===== config.mk =====
export PLATFORM = sky130hd
export DESIGN_NAME = iob_rr_arbiter
export DESIGN_NICKNAME = d
export VERILOG_FILES = /design/src/rtl/iob_rr_arbiter_pkg.sv /design/src/rtl/iob_arb_id_fifo.sv /design/src/rtl/iob_rr_arbiter.sv
export SDC_FILE = /design/constraint.sdc
export NUM_CORES = 1
export LEC_CHECK = 0
export ABC_CLOCK_PERIOD_IN_PS = 5700
export CAP_MARGIN = 10
export CORE_AREA = 2 2 110 112
export DETAILED_ROUTE_END_ITERATION = 12
export DIE_AREA = 0 0 112 114
export GPL_TIMING_DRIVEN = 1
export PLACE_DENSITY_LB_ADDON = 0.3
export SETUP_SLACK_MARGIN = 0.5
export SLEW_MARGIN = 10
export SYNTH_ARGS = -nofsm -noshare
export SYNTH_HDL_FRONTEND = slang
export SYNTH_HIERARCHICAL = 1
export SYNTH_SLANG_ARGS = --single-unit

===== constraint.sdc =====
create_clock -name clk_i -period 5.7 [get_ports clk_i]
set_input_delay 1.425 -clock clk_i [delete_from_list [all_inputs] [get_ports clk_i]]
set_output_delay 1.425 -clock clk_i [all_outputs]
set_load 0.1 [all_outputs]

===== src/rtl/iob_rr_arbiter_pkg.sv =====
// iob_rr_arbiter_pkg
//   Shared widths and the round-robin selection helper used by the IOb
//   round-robin arbiter and its read-ID FIFO.
//   No ports; import with `import iob_rr_arbiter_pkg::*;`.
package iob_rr_arbiter_pkg;

  // Widest supported requester set; the pick helper works on this width.
  localparam int unsigned MAX_MASTERS = 8;

  typedef struct packed {
    logic       found;
    logic [2:0] idx;
  } rr_pick_t;

  // Master index width (ID_W = $clog2(N_MASTERS)).
  function automatic int unsigned id_w(input int unsigned n);
    return $clog2(n);
  endfunction

  // Outstanding-read counter width (CNT_W = $clog2(MAX_RD)+1).
  function automatic int unsigned cnt_w(input int unsigned depth);
    return $clog2(depth) + 1;
  endfunction

  // First set bit of elig scanning ptr, ptr+1, ... modulo n.
  function automatic rr_pick_t rr_first(input logic [MAX_MASTERS-1:0] elig,
                                        input logic [2:0]             ptr,
                                        input int unsigned            n);
    rr_pick_t    r;
    int unsigned k;
    r = '0;
    for (int unsigned i = 0; i < MAX_MASTERS; i++) begin
      if (i < n && !r.found) begin
        k = (32'(ptr) + i) % n;
        if (elig[3'(k)]) begin
          r.found = 1'b1;
          r.idx   = 3'(k);
        end
      end
    end
    return r;
  endfunction

endpackage


===== src/rtl/iob_arb_id_fifo.sv =====
// iob_arb_id_fifo
//   Register-based in-order FIFO holding the master ID of each accepted read.
//   Ports:
//     clk_i, cke_i, rst_i : clock, clock enable, synchronous active-high reset
//     push_i / din_i      : write one ID (ignored when full)
//     pop_i  / dout_o     : head ID, removed on pop (ignored when empty)
//     full_o, empty_o     : occupancy flags
//     count_o             : registered occupancy
module iob_arb_id_fifo #(
  parameter int unsigned ID_W  = 1,
  parameter int unsigned DEPTH = 4,
  parameter int unsigned CNT_W = 3
) (
  input  logic             clk_i,
  input  logic             cke_i,
  input  logic             rst_i,
  input  logic             push_i,
  input  logic             pop_i,
  input  logic [ID_W-1:0]  din_i,
  output logic [ID_W-1:0]  dout_o,
  output logic             full_o,
  output logic             empty_o,
  output logic [CNT_W-1:0] count_o
);

  localparam int unsigned PTR_W = $clog2(DEPTH);

  logic [ID_W-1:0]  mem_q [DEPTH];
  logic [PTR_W-1:0] wr_q, rd_q;
  logic [CNT_W-1:0] cnt_q;
  logic             do_push, do_pop;

  assign full_o  = (cnt_q == CNT_W'(DEPTH));
  assign empty_o = (cnt_q == '0);
  assign do_push = push_i & ~full_o;
  assign do_pop  = pop_i & ~empty_o;
  assign dout_o  = mem_q[rd_q];
  assign count_o = cnt_q;

  always_ff @(posedge clk_i) begin
    if (rst_i) begin
      wr_q  <= '0;
      rd_q  <= '0;
      cnt_q <= '0;
    end else if (cke_i) begin
      if (do_push) wr_q <= wr_q + PTR_W'(1);
      if (do_pop)  rd_q <= rd_q + PTR_W'(1);
      cnt_q <= cnt_q + CNT_W'(do_push) - CNT_W'(do_pop);
    end
  end

  // Storage needs no reset: only entries between rd and wr are ever read.
  always_ff @(posedge clk_i) begin
    if (cke_i && do_push) mem_q[wr_q] <= din_i;
  end

endmodule


===== src/rtl/iob_rr_arbiter.sv =====
// iob_rr_arbiter
//   Round-robin arbiter sharing one IOb slave port between N_MASTERS masters.
//   The grant is held while the slave stalls; read IDs are queued in order so
//   each read response is routed back to its issuer.
//   Ports:
//     clk_i, cke_i, rst_i      : clock, clock enable, sync active-high reset
//     m_avalid_i/addr/wdata/wstrb : per-master requests (slice k = master k)
//     m_ready_o, m_rvalid_o    : per-master accept / read-valid (one-hot)
//     m_rdata_o                : read data broadcast to all masters
//     s_*                      : shared slave request/response port
//     rd_pending_o             : outstanding reads (registered)
//     err_o                    : sticky, response seen with no read outstanding
module iob_rr_arbiter
  import iob_rr_arbiter_pkg::*;
#(
  parameter int unsigned N_MASTERS = 2,
  parameter int unsigned ADDR_W    = 32,
  parameter int unsigned DATA_W    = 32,
  parameter int unsigned MAX_RD    = 4
) (
  input  logic                          clk_i,
  input  logic                          cke_i,
  input  logic                          rst_i,
  input  logic [N_MASTERS-1:0]          m_avalid_i,
  input  logic [N_MASTERS*ADDR_W-1:0]   m_addr_i,
  input  logic [N_MASTERS*DATA_W-1:0]   m_wdata_i,
  input  logic [N_MASTERS*DATA_W/8-1:0] m_wstrb_i,
  output logic [N_MASTERS-1:0]          m_ready_o,
  output logic [N_MASTERS-1:0]          m_rvalid_o,
  output logic [DATA_W-1:0]             m_rdata_o,
  output logic                          s_avalid_o,
  output logic [ADDR_W-1:0]             s_addr_o,
  output logic [DATA_W-1:0]             s_wdata_o,
  output logic [DATA_W/8-1:0]           s_wstrb_o,
  input  logic                          s_ready_i,
  input  logic                          s_rvalid_i,
  input  logic [DATA_W-1:0]             s_rdata_i,
  output logic [$clog2(MAX_RD):0]       rd_pending_o,
  output logic                          err_o
);

  localparam int unsigned ID_W  = id_w(N_MASTERS);
  localparam int unsigned CNT_W = cnt_w(MAX_RD);
  localparam int unsigned SW    = DATA_W / 8;

  logic [ID_W-1:0]      ptr_q, ptr_d;
  logic [ID_W-1:0]      gnt_q, gnt_d;
  logic                 lock_q, lock_d;
  logic                 err_q, err_d;

  logic [N_MASTERS-1:0] elig;
  rr_pick_t             pick;
  logic [ID_W-1:0]      gnt_idx;
  logic                 gnt_vld;
  logic                 accept, push, pop;
  logic                 fifo_full, fifo_empty;
  logic [ID_W-1:0]      fifo_dout;

  // A read is masked while the ID FIFO is full, even if a pop happens in the
  // same cycle; the read is then taken one cycle later.
  always_comb begin
    elig = '0;
    for (int unsigned k = 0; k < N_MASTERS; k++) begin
      elig[k] = m_avalid_i[k] & ~((m_wstrb_i[k*SW +: SW] == '0) & fifo_full);
    end
  end

  assign pick    = rr_first(MAX_MASTERS'(elig), 3'(ptr_q), N_MASTERS);
  assign gnt_idx = lock_q ? gnt_q : ID_W'(pick.idx);
  assign gnt_vld = lock_q ? elig[gnt_q] : pick.found;

  assign s_avalid_o = gnt_vld;
  assign s_addr_o   = gnt_vld ? m_addr_i[gnt_idx*ADDR_W +: ADDR_W]  : '0;
  assign s_wdata_o  = gnt_vld ? m_wdata_i[gnt_idx*DATA_W +: DATA_W] : '0;
  assign s_wstrb_o  = gnt_vld ? m_wstrb_i[gnt_idx*SW +: SW]         : '0;

  assign accept    = gnt_vld & s_ready_i;
  assign push      = accept & (s_wstrb_o == '0);
  assign pop       = s_rvalid_i & ~fifo_empty;
  assign m_ready_o = accept ? (N_MASTERS'(1) << gnt_idx) : '0;

  assign m_rvalid_o = pop ? (N_MASTERS'(1) << fifo_dout) : '0;
  assign m_rdata_o  = s_rdata_i;
  assign err_o      = err_q;

  always_comb begin
    ptr_d  = ptr_q;
    gnt_d  = gnt_q;
    lock_d = lock_q;
    err_d  = err_q | (s_rvalid_i & fifo_empty);
    if (gnt_vld) begin
      if (s_ready_i) begin
        lock_d = 1'b0;
        ptr_d  = (gnt_idx == ID_W'(N_MASTERS - 1)) ? '0 : gnt_idx + ID_W'(1);
      end else begin
        lock_d = 1'b1;
        gnt_d  = gnt_idx;
      end
    end
  end

  always_ff @(posedge clk_i) begin
    if (rst_i) begin
      ptr_q  <= '0;
      gnt_q  <= '0;
      lock_q <= 1'b0;
      err_q  <= 1'b0;
    end else if (cke_i) begin
      ptr_q  <= ptr_d;
      gnt_q  <= gnt_d;
      lock_q <= lock_d;
      err_q  <= err_d;
    end
  end

  iob_arb_id_fifo #(
    .ID_W  (ID_W),
    .DEPTH (MAX_RD),
    .CNT_W (CNT_W)
  ) u_id_fifo (
    .clk_i   (clk_i),
    .cke_i   (cke_i),
    .rst_i   (rst_i),
    .push_i  (push),
    .pop_i   (pop),
    .din_i   (gnt_idx),
    .dout_o  (fifo_dout),
    .full_o  (fifo_full),
    .empty_o (fifo_empty),
    .count_o (rd_pending_o)
  );

endmodule


* Word-level counts from Yosys, hierarchy flattened
Memories as Yosys holds them, arrays and structs flattened. A register that Yosys moved wholly into a read port is not among the register bits.
Index checks and enable logic that the tools add are counted.
W data, S select, Z words.
** Word-level totals
- Flip-flop bits (word level) :: 11
- Bits in writable memories :: 4
- Output and inout port bits :: 109
- Memories :: 1
** Operators by class
- $add $sub $neg :: 6
- $lt $le $gt $ge :: 3
- Equal/unequal tests :: 1
- Shifts and indexed selects :: 5
- Multiplexer cells :: 22
- Bitwise gates (word level) :: 16
- Reductions and logical operators :: 10
** Memory list
- u_id_fifo.mem_q :: words 4, width 1, rd ports 1, clocked after Yosys merged registers in 1, write ports 1, RTL line iob_arb_id_fifo.sv:28 : logic [ID_W-1:0] mem_q [DEPTH];
** Operators with widths (number)
- $shiftx A64 B7 Y32 :: 2
- $mux W32 :: 2
- $mux W4 :: 4
- $logic_not A4 Y1 :: 3
- $mux W1 :: 12
- $and A1 B1 Y1 :: 10
- $lt A1 B4 Y1 const B :: 2
- $mux W2 :: 4
- $shiftx A8 B4 Y4 :: 1
- $reduce_and A2 Y1 :: 3
- $reduce_and A3 Y1 :: 2
- $not A1 Y1 :: 5
- $add A2 B1 Y2 const B :: 2
- $shl A1 B1 Y2 const A :: 2
- $add A3 B1 Y3 :: 1
- $eq A3 B3 Y1 const B :: 1
- $logic_not A3 Y1 :: 1
- $sub A3 B1 Y3 :: 1
- $add A1 B1 Y1 const B :: 2
- $lt A1 B2 Y1 const B :: 1
- $logic_and A1 B1 Y1 :: 1
- $or A1 B1 Y1 :: 1

* Depth between registers and ports, before layout
Gate-level depths: netlist (run 1).
- Depth after elaboration :: 18
- Gate-level depth with buffers :: 16
- Gate-level depth less buffers :: 16

* Hierarchy
The synthesis (run 1) kept the hierarchy.
** Modules (own cells, without submodules)
- iob_rr_arbiter :: times used 1, cells each 306, area an instance 1634.1 um^2, sequential area each 80.1 um^2
- iob_arb_id_fifo :: times used 1, cells each 62, area an instance 653.1 um^2, sequential area each 300.3 um^2

* Worst setup path after synthesis (run 1)
OpenSTA, ideal clock, no wires.
- Path kind :: register to output
- Start :: reg u_id_fifo.cnt_q[1] (netlist: u_id_fifo/count_o[1])
- End :: out m_ready_o[0]
- Arrival :: 4181 ps
- Data required time :: 4275 ps
- Setup slack :: 94 ps
- Cell stages (with the launch flop) :: 9
- Buffers on the path :: 0
- Cell sequence :: dfxtp_1 > or3b_4 > inv_2 > nor4b_2 > a221oi_1 > nor2_1 > inv_1 > nand2_1 > nor2_1
** On the way
- Elaborated cells between the ends (all ways) :: 21
** RTL lines
- start, declared :: RTL line iob_arb_id_fifo.sv:30 : logic [CNT_W-1:0] cnt_q;
- start signal, assigned :: RTL line iob_arb_id_fifo.sv:48 : cnt_q <= cnt_q + CNT_W'(do_push) - CNT_W'(do_pop);
- $eq A3 B3 Y1 * :: RTL line iob_arb_id_fifo.sv:33 : assign full_o = (cnt_q == CNT_W'(DEPTH));
- named net fifo_full :: RTL line iob_rr_arbiter.sv:56 : logic fifo_full, fifo_empty;
- $and A1 B1 Y1 :: RTL line iob_rr_arbiter.sv:64 : elig[k] = m_avalid_i[k] & ~((m_wstrb_i[k*SW +: SW] == '0) & fifo_full);
- $not A1 Y1 :: RTL line iob_rr_arbiter.sv:64
- $and A1 B1 Y1 :: RTL line iob_rr_arbiter.sv:64
- $mux W1 (implied by the code) (2 in a row) :: RTL line iob_rr_arbiter_pkg.sv:35 : if (elig[3'(k)]) begin
- $mux W4 :: RTL line iob_rr_arbiter_pkg.sv:35
- $mux W4 :: RTL line iob_rr_arbiter_pkg.sv:33 : if (i < n && !r.found) begin
- $mux W1 * :: RTL line iob_rr_arbiter.sv:70 : assign gnt_vld = lock_q ? elig[gnt_q] : pick.found;
- named net s_avalid_o :: RTL line iob_rr_arbiter.sv:31 : output logic s_avalid_o,
- $and A1 B1 Y1 * :: RTL line iob_rr_arbiter.sv:77 : assign accept = gnt_vld & s_ready_i;
- $mux W2 * :: RTL line iob_rr_arbiter.sv:80 : assign m_ready_o = accept ? (N_MASTERS'(1) << gnt_idx) : '0;
- end, declared :: RTL line iob_rr_arbiter.sv:28 : output logic [N_MASTERS-1:0] m_ready_o,
The timed path passes the listed nets; every way through them passes the cells marked *. The select of a mux whose other input is x is not followed.

* Worst setup path after layout (run 1)
- Start :: in m_wstrb_i[2]
- End :: out s_wdata_o[18]
** On the way
- Longest elaborated chain between the ends :: 12
- Elaborated cells between the ends (all ways) :: 17
** RTL lines
- start, declared :: RTL line iob_rr_arbiter.sv:27 : input logic [N_MASTERS*DATA_W/8-1:0] m_wstrb_i,
- $logic_not A4 Y1 * :: RTL line iob_rr_arbiter.sv:64
- $and A1 B1 Y1 * :: RTL line iob_rr_arbiter.sv:64
- $not A1 Y1 * :: RTL line iob_rr_arbiter.sv:64
- $and A1 B1 Y1 * :: RTL line iob_rr_arbiter.sv:64
- $mux W1 (implied by the code) (2 in a row) :: RTL line iob_rr_arbiter_pkg.sv:35
- $mux W4 (2 in a row) :: RTL line iob_rr_arbiter_pkg.sv:35
- $mux W4 :: RTL line iob_rr_arbiter_pkg.sv:33
- $mux W1 :: RTL line iob_rr_arbiter.sv:69 : assign gnt_idx = lock_q ? gnt_q : ID_W'(pick.idx);
- $shiftx A64 B7 Y32 :: RTL line iob_rr_arbiter.sv:74 : assign s_wdata_o = gnt_vld ? m_wdata_i[gnt_idx*DATA_W +: DATA_W] : '0;
- $mux W32 * :: RTL line iob_rr_arbiter.sv:74
- end, declared :: RTL line iob_rr_arbiter.sv:33 : output logic [DATA_W-1:0] s_wdata_o,
Mark *: on every way between the ends. The rest lies on a longest branch, timed or not. The select of a mux whose other input is x is not followed.

==> results of run 1 <==
what timing repair did:
item                                    4_1_cts  5_1_grt
endpoints found under the setup margin        0       15
endpoints found under the hold margin         0        0
resized for setup                             0        2
cell families (layout without fill, tap and decap cells):
family	count (synthesis)	count (layout)
buffers and inverters	69	241
xor gates and xnor gates	2	2
and+or+nand+nor	174	174
muxes	4	4
adders and majority gates	7	7
DFF	17	17
AOI/OAI and AO/OA	95	95
worst reg2reg max path: cells and delay by family (launching register included):
family | cells | cell delay, ns
xor gates and xnor gates | 1 | 0.19
and+or+nand+nor | 5 | 1.41
buffers and inverters | 3 | 0.36
adders and majority gates | 3 | 0.84
DFF | 1 | 0.43
AOI/OAI and AO/OA | 4 | 0.64
worst max-delay path by stage:
stage                                         to                               from
4_1_cts                             s_wdata_o[5]                       m_wstrb_i[4]
6_report                           s_wdata_o[18]                       m_wstrb_i[2]
3_5_place_dp   u_id_fifo/count_o[2]$_SDFFE_PP0P_                       m_wstrb_i[4]
5_1_grt                            s_wdata_o[11]                       m_wstrb_i[2]
3_3_place_gp   u_id_fifo/count_o[2]$_SDFFE_PP0P_                       m_wstrb_i[4]
2_1_floorplan                       m_ready_o[0]  u_id_fifo/count_o[1]$_SDFFE_PP0P_
final cells by class:
| class | count | area share |
|---|---|---|
| Clock buffer | 3 | 0.0142 |
| Clock inverter | 1 | 0.00142 |
| Inverter | 14 | 0.00992 |
| Multi-Input combinational cell | 282 | 0.322 |
| Sequential cell | 17 | 0.0718 |
| Tap cell | 147 | 0.0347 |
| Timing Repair Buffer | 223 | 0.546 |
metal layers:
metal | part of all wire | routed length [um]
met1 | 0.40 | 4260
met2 | 0.50 | 5370
met3 | 0.094 | 1010
met4 | 0.011 | 118
met5 | 0 | 0
placed cells by master, fill, tap and decap left out, types with 4 or more instances in the layout:
cell type	Yosys	final
clkdlybuf4s50_1	0	146
nand2_1	138	138
buf_12	0	68
a21oi_2	0	64
dfxtp_1	13	13
inv_1	12	12
nor2_1	13	12
buf_4	33	8
and2_1	7	7
a21oi_1	71	7
ha_1	6	6
o21ai_0	5	5
a211oi_1	4	4
edfxtp_1	4	4
power by group:
part / switching (W) / internal [W]
Combinational: 0.000633 / 0.000358
Clock: 0.0000486 / 0.0000947
Sequential: 0.00000370 / 0.000127
Total: 0.000685 / 0.000579
metrics by stage:
step	cells	utilization	hold WS (ns)	instance area [sq um]
final	687	0.453	0.485	5300
after global routing	687	0.453	0.539	5300
after CTS	687	0.451	0.481	5290
after detailed placement	683	0.444	0.468	5200
after global placement	683	0.444	0.466	5200
after floorplan	368	-	0.443	2530
==> results.py, run 1 <==
metrics = {
    "setup_path": {
        "rr_worst_depth": 16,
        "rrSetupSlack_ns": 1.70,
        "critPathMaxStageDelay_ns": 0.58,
        "critPathRequiredTime_ns": 4.28,
        "path_max_fanout": 61,
        "critPathTopFamily": "buffers and inverters",
        "path_common_cell": "buf_12",
        "endpoint_kind": "primary output",
        "cp_slowest_cell": "a221oi_1",
        "path_cells": "clkdlybuf4s50_1, nor4b_4, a221oi_1, nor2_4, buf_12, a21oi_2, buf_12",
        "critPathBufInv": 3,
        "r2r-start": "u_id_fifo/count_o[2]$_SDFFE_PP0P_",
        "cp-start-kind": "primary input",
        "worst-path-stages": 7,
        "cp_data_arrival_time_ns": 3.63,
        "r2r_end": "u_id_fifo/count_o[2]$_SDFFE_PP0P_",
        "worst-setup-path-type": "in2out",
    },
    "synthesis": {
        "synthFlopType": "dfxtp_1",
        "yosys-top-cells-count": "nand2_1 (138), a21oi_1 (71), buf_4 (33)",
        "yosys.area_share.simple": 0.322,
        "synthAdderAreaFrac": 0.0416,
        "synth_edf_count": 4,
        "synth_xor_xnor_area_share": 0.00766,
        "muxShareOfSynthArea": 0.0230,
        "yosysSeqAreaShare": 0.166,
        "syn-cell-area_sq_mm": 0.00229,
        "synth.most_common_cell": "nand2_1",
        "synth_top_family_by_area": "simple AND/OR/NAND/NOR gates",
        "synth_top_area_frac": 0.226,
        "syn_nets": 550,
        "async_reset_ff_frac": 0,
        "yosysTopAreaCell": "nand2_1",
        "synth_seq_cells": 17,
        "avgSynthCellArea_sq_um": 6.22,
        "ys_types": 43,
        "synth_compound_area_frac": 0.240,
        "syn-instance-count": 368,
        "ys_warn_count": 6,
        "synthTopCellsByArea": "nand2_1 (23%), a21oi_1 (16%), dfxtp_1 (11%)",
    },
    "finish": {
        "drive_gt1_frac": 0.291,
        "antenna_cells": 0,
        "areaGrowthSynthToFinish_pct": 132,
        "fillerInstances": 1124,
        "seqCellArea_sq_um": 380,
        "final_nets": 723,
        "multiInputGateArea_sq_mm": 0.00171,
    },
    "sta": {
        "tightest_slew_ns": 0.983,
        "min_period_ns": 5.05,
        "fmax_mhz": 198,
        "grt_setup_unrepaired": "no",
        "fin_crit_sh": 0.886,
        "finalSetupViolCount": 0,
        "slew_violations": 0,
        "tns_ns": 0,
        "relSlewSlack": 0.342,
        "skew_ns": 0.00421,
        "fin_ws_ns": 0.650,
        "hold_viol": 0,
    },
    "routing": {
        "via_per_inst": 4.47,
        "vias": 3073,
        "wirelength_mm": 10.8,
        "wl_per_cell_um": 15.7,
        "detail-route-antenna-nets": 0,
        "post-route-drc-count": 0,
        "first_pass_iters": 5,
        "drt_iter0_markers": 169,
    },
    "clocking": {
        "ctsHtreeMaxLevel": 1,
        "clock_latency_ns": 0.25,
        "post_cts_buffers": 0,
        "tritoncts": "yes",
        "holdBufCountCts": 0,
        "root_buffer": "clkbuf_16",
        "clk_path_buf_depth": 2,
        "cts_buffers": 3,
        "clk_pin_slew_ns": 0.05,
        "clock-sinks": 17,
    },
    "die": {
        "rows": 40,
        "io_pins": 284,
        "die_w_um": 112,
        "dieArea_sq_mm": 0.0128,
        "start_util": 0.195,
        "fp.dieH_um": 114,
        "core_sq_mm": 0.0117,
    },
    "worst_hold_path": {
        "hold_class": "reg2reg",
        "hold-path-cell-count": 2,
        "whs_endpoint": "err_o$_SDFFE_PP0P_",
        "hp-start": "err_o$_SDFFE_PP0P_",
    },
    "flow_run": {
        "maxCapViolations": 0,
    },
    "place": {
        "gp_congestion": 0.866,
        "pre_cts_ws_ns": 0.436,
        "dp_hpwl_mm": 8.53,
        "io_buffers": 219,
    },
    "grt": {
        "use_met1": 0.192,
        "met2_usage": 0.271,
        "antenna_found_initial": 0,
        "grt_pass1_vias": 2960,
        "grt_max_degree": 71,
        "grt.busiest_layer": "met2",
        "grt_use_met3": 0.0484,
        "grt_usage": 0.155,
        "grt_pass1_wl_mm": 16.1,
        "grt_overflow": 0,
    },
    "outcome": {
        "status": "completed",
    },
    "pwr": {
        "power_w": 0.00126,
        "power_density_mw_per_mm2": 239,
        "ir_drop_mv": 0.151,
        "leakage_nw": 2.08,
    },
}
Power figures use the tool's default switching activity.
==> run 2, diff against run 1 <==
--- a/config.mk
+++ b/config.mk
@@ -5,7 +5,6 @@
 export SDC_FILE = /design/constraint.sdc
 export NUM_CORES = 1
 export LEC_CHECK = 0
-export ABC_CLOCK_PERIOD_IN_PS = 5700
 export CAP_MARGIN = 10
 export CORE_AREA = 2 2 110 112
 export DETAILED_ROUTE_END_ITERATION = 12
==> results of run 2 <==
The final DEF is identical to that of run 1; final timing and power are the same.
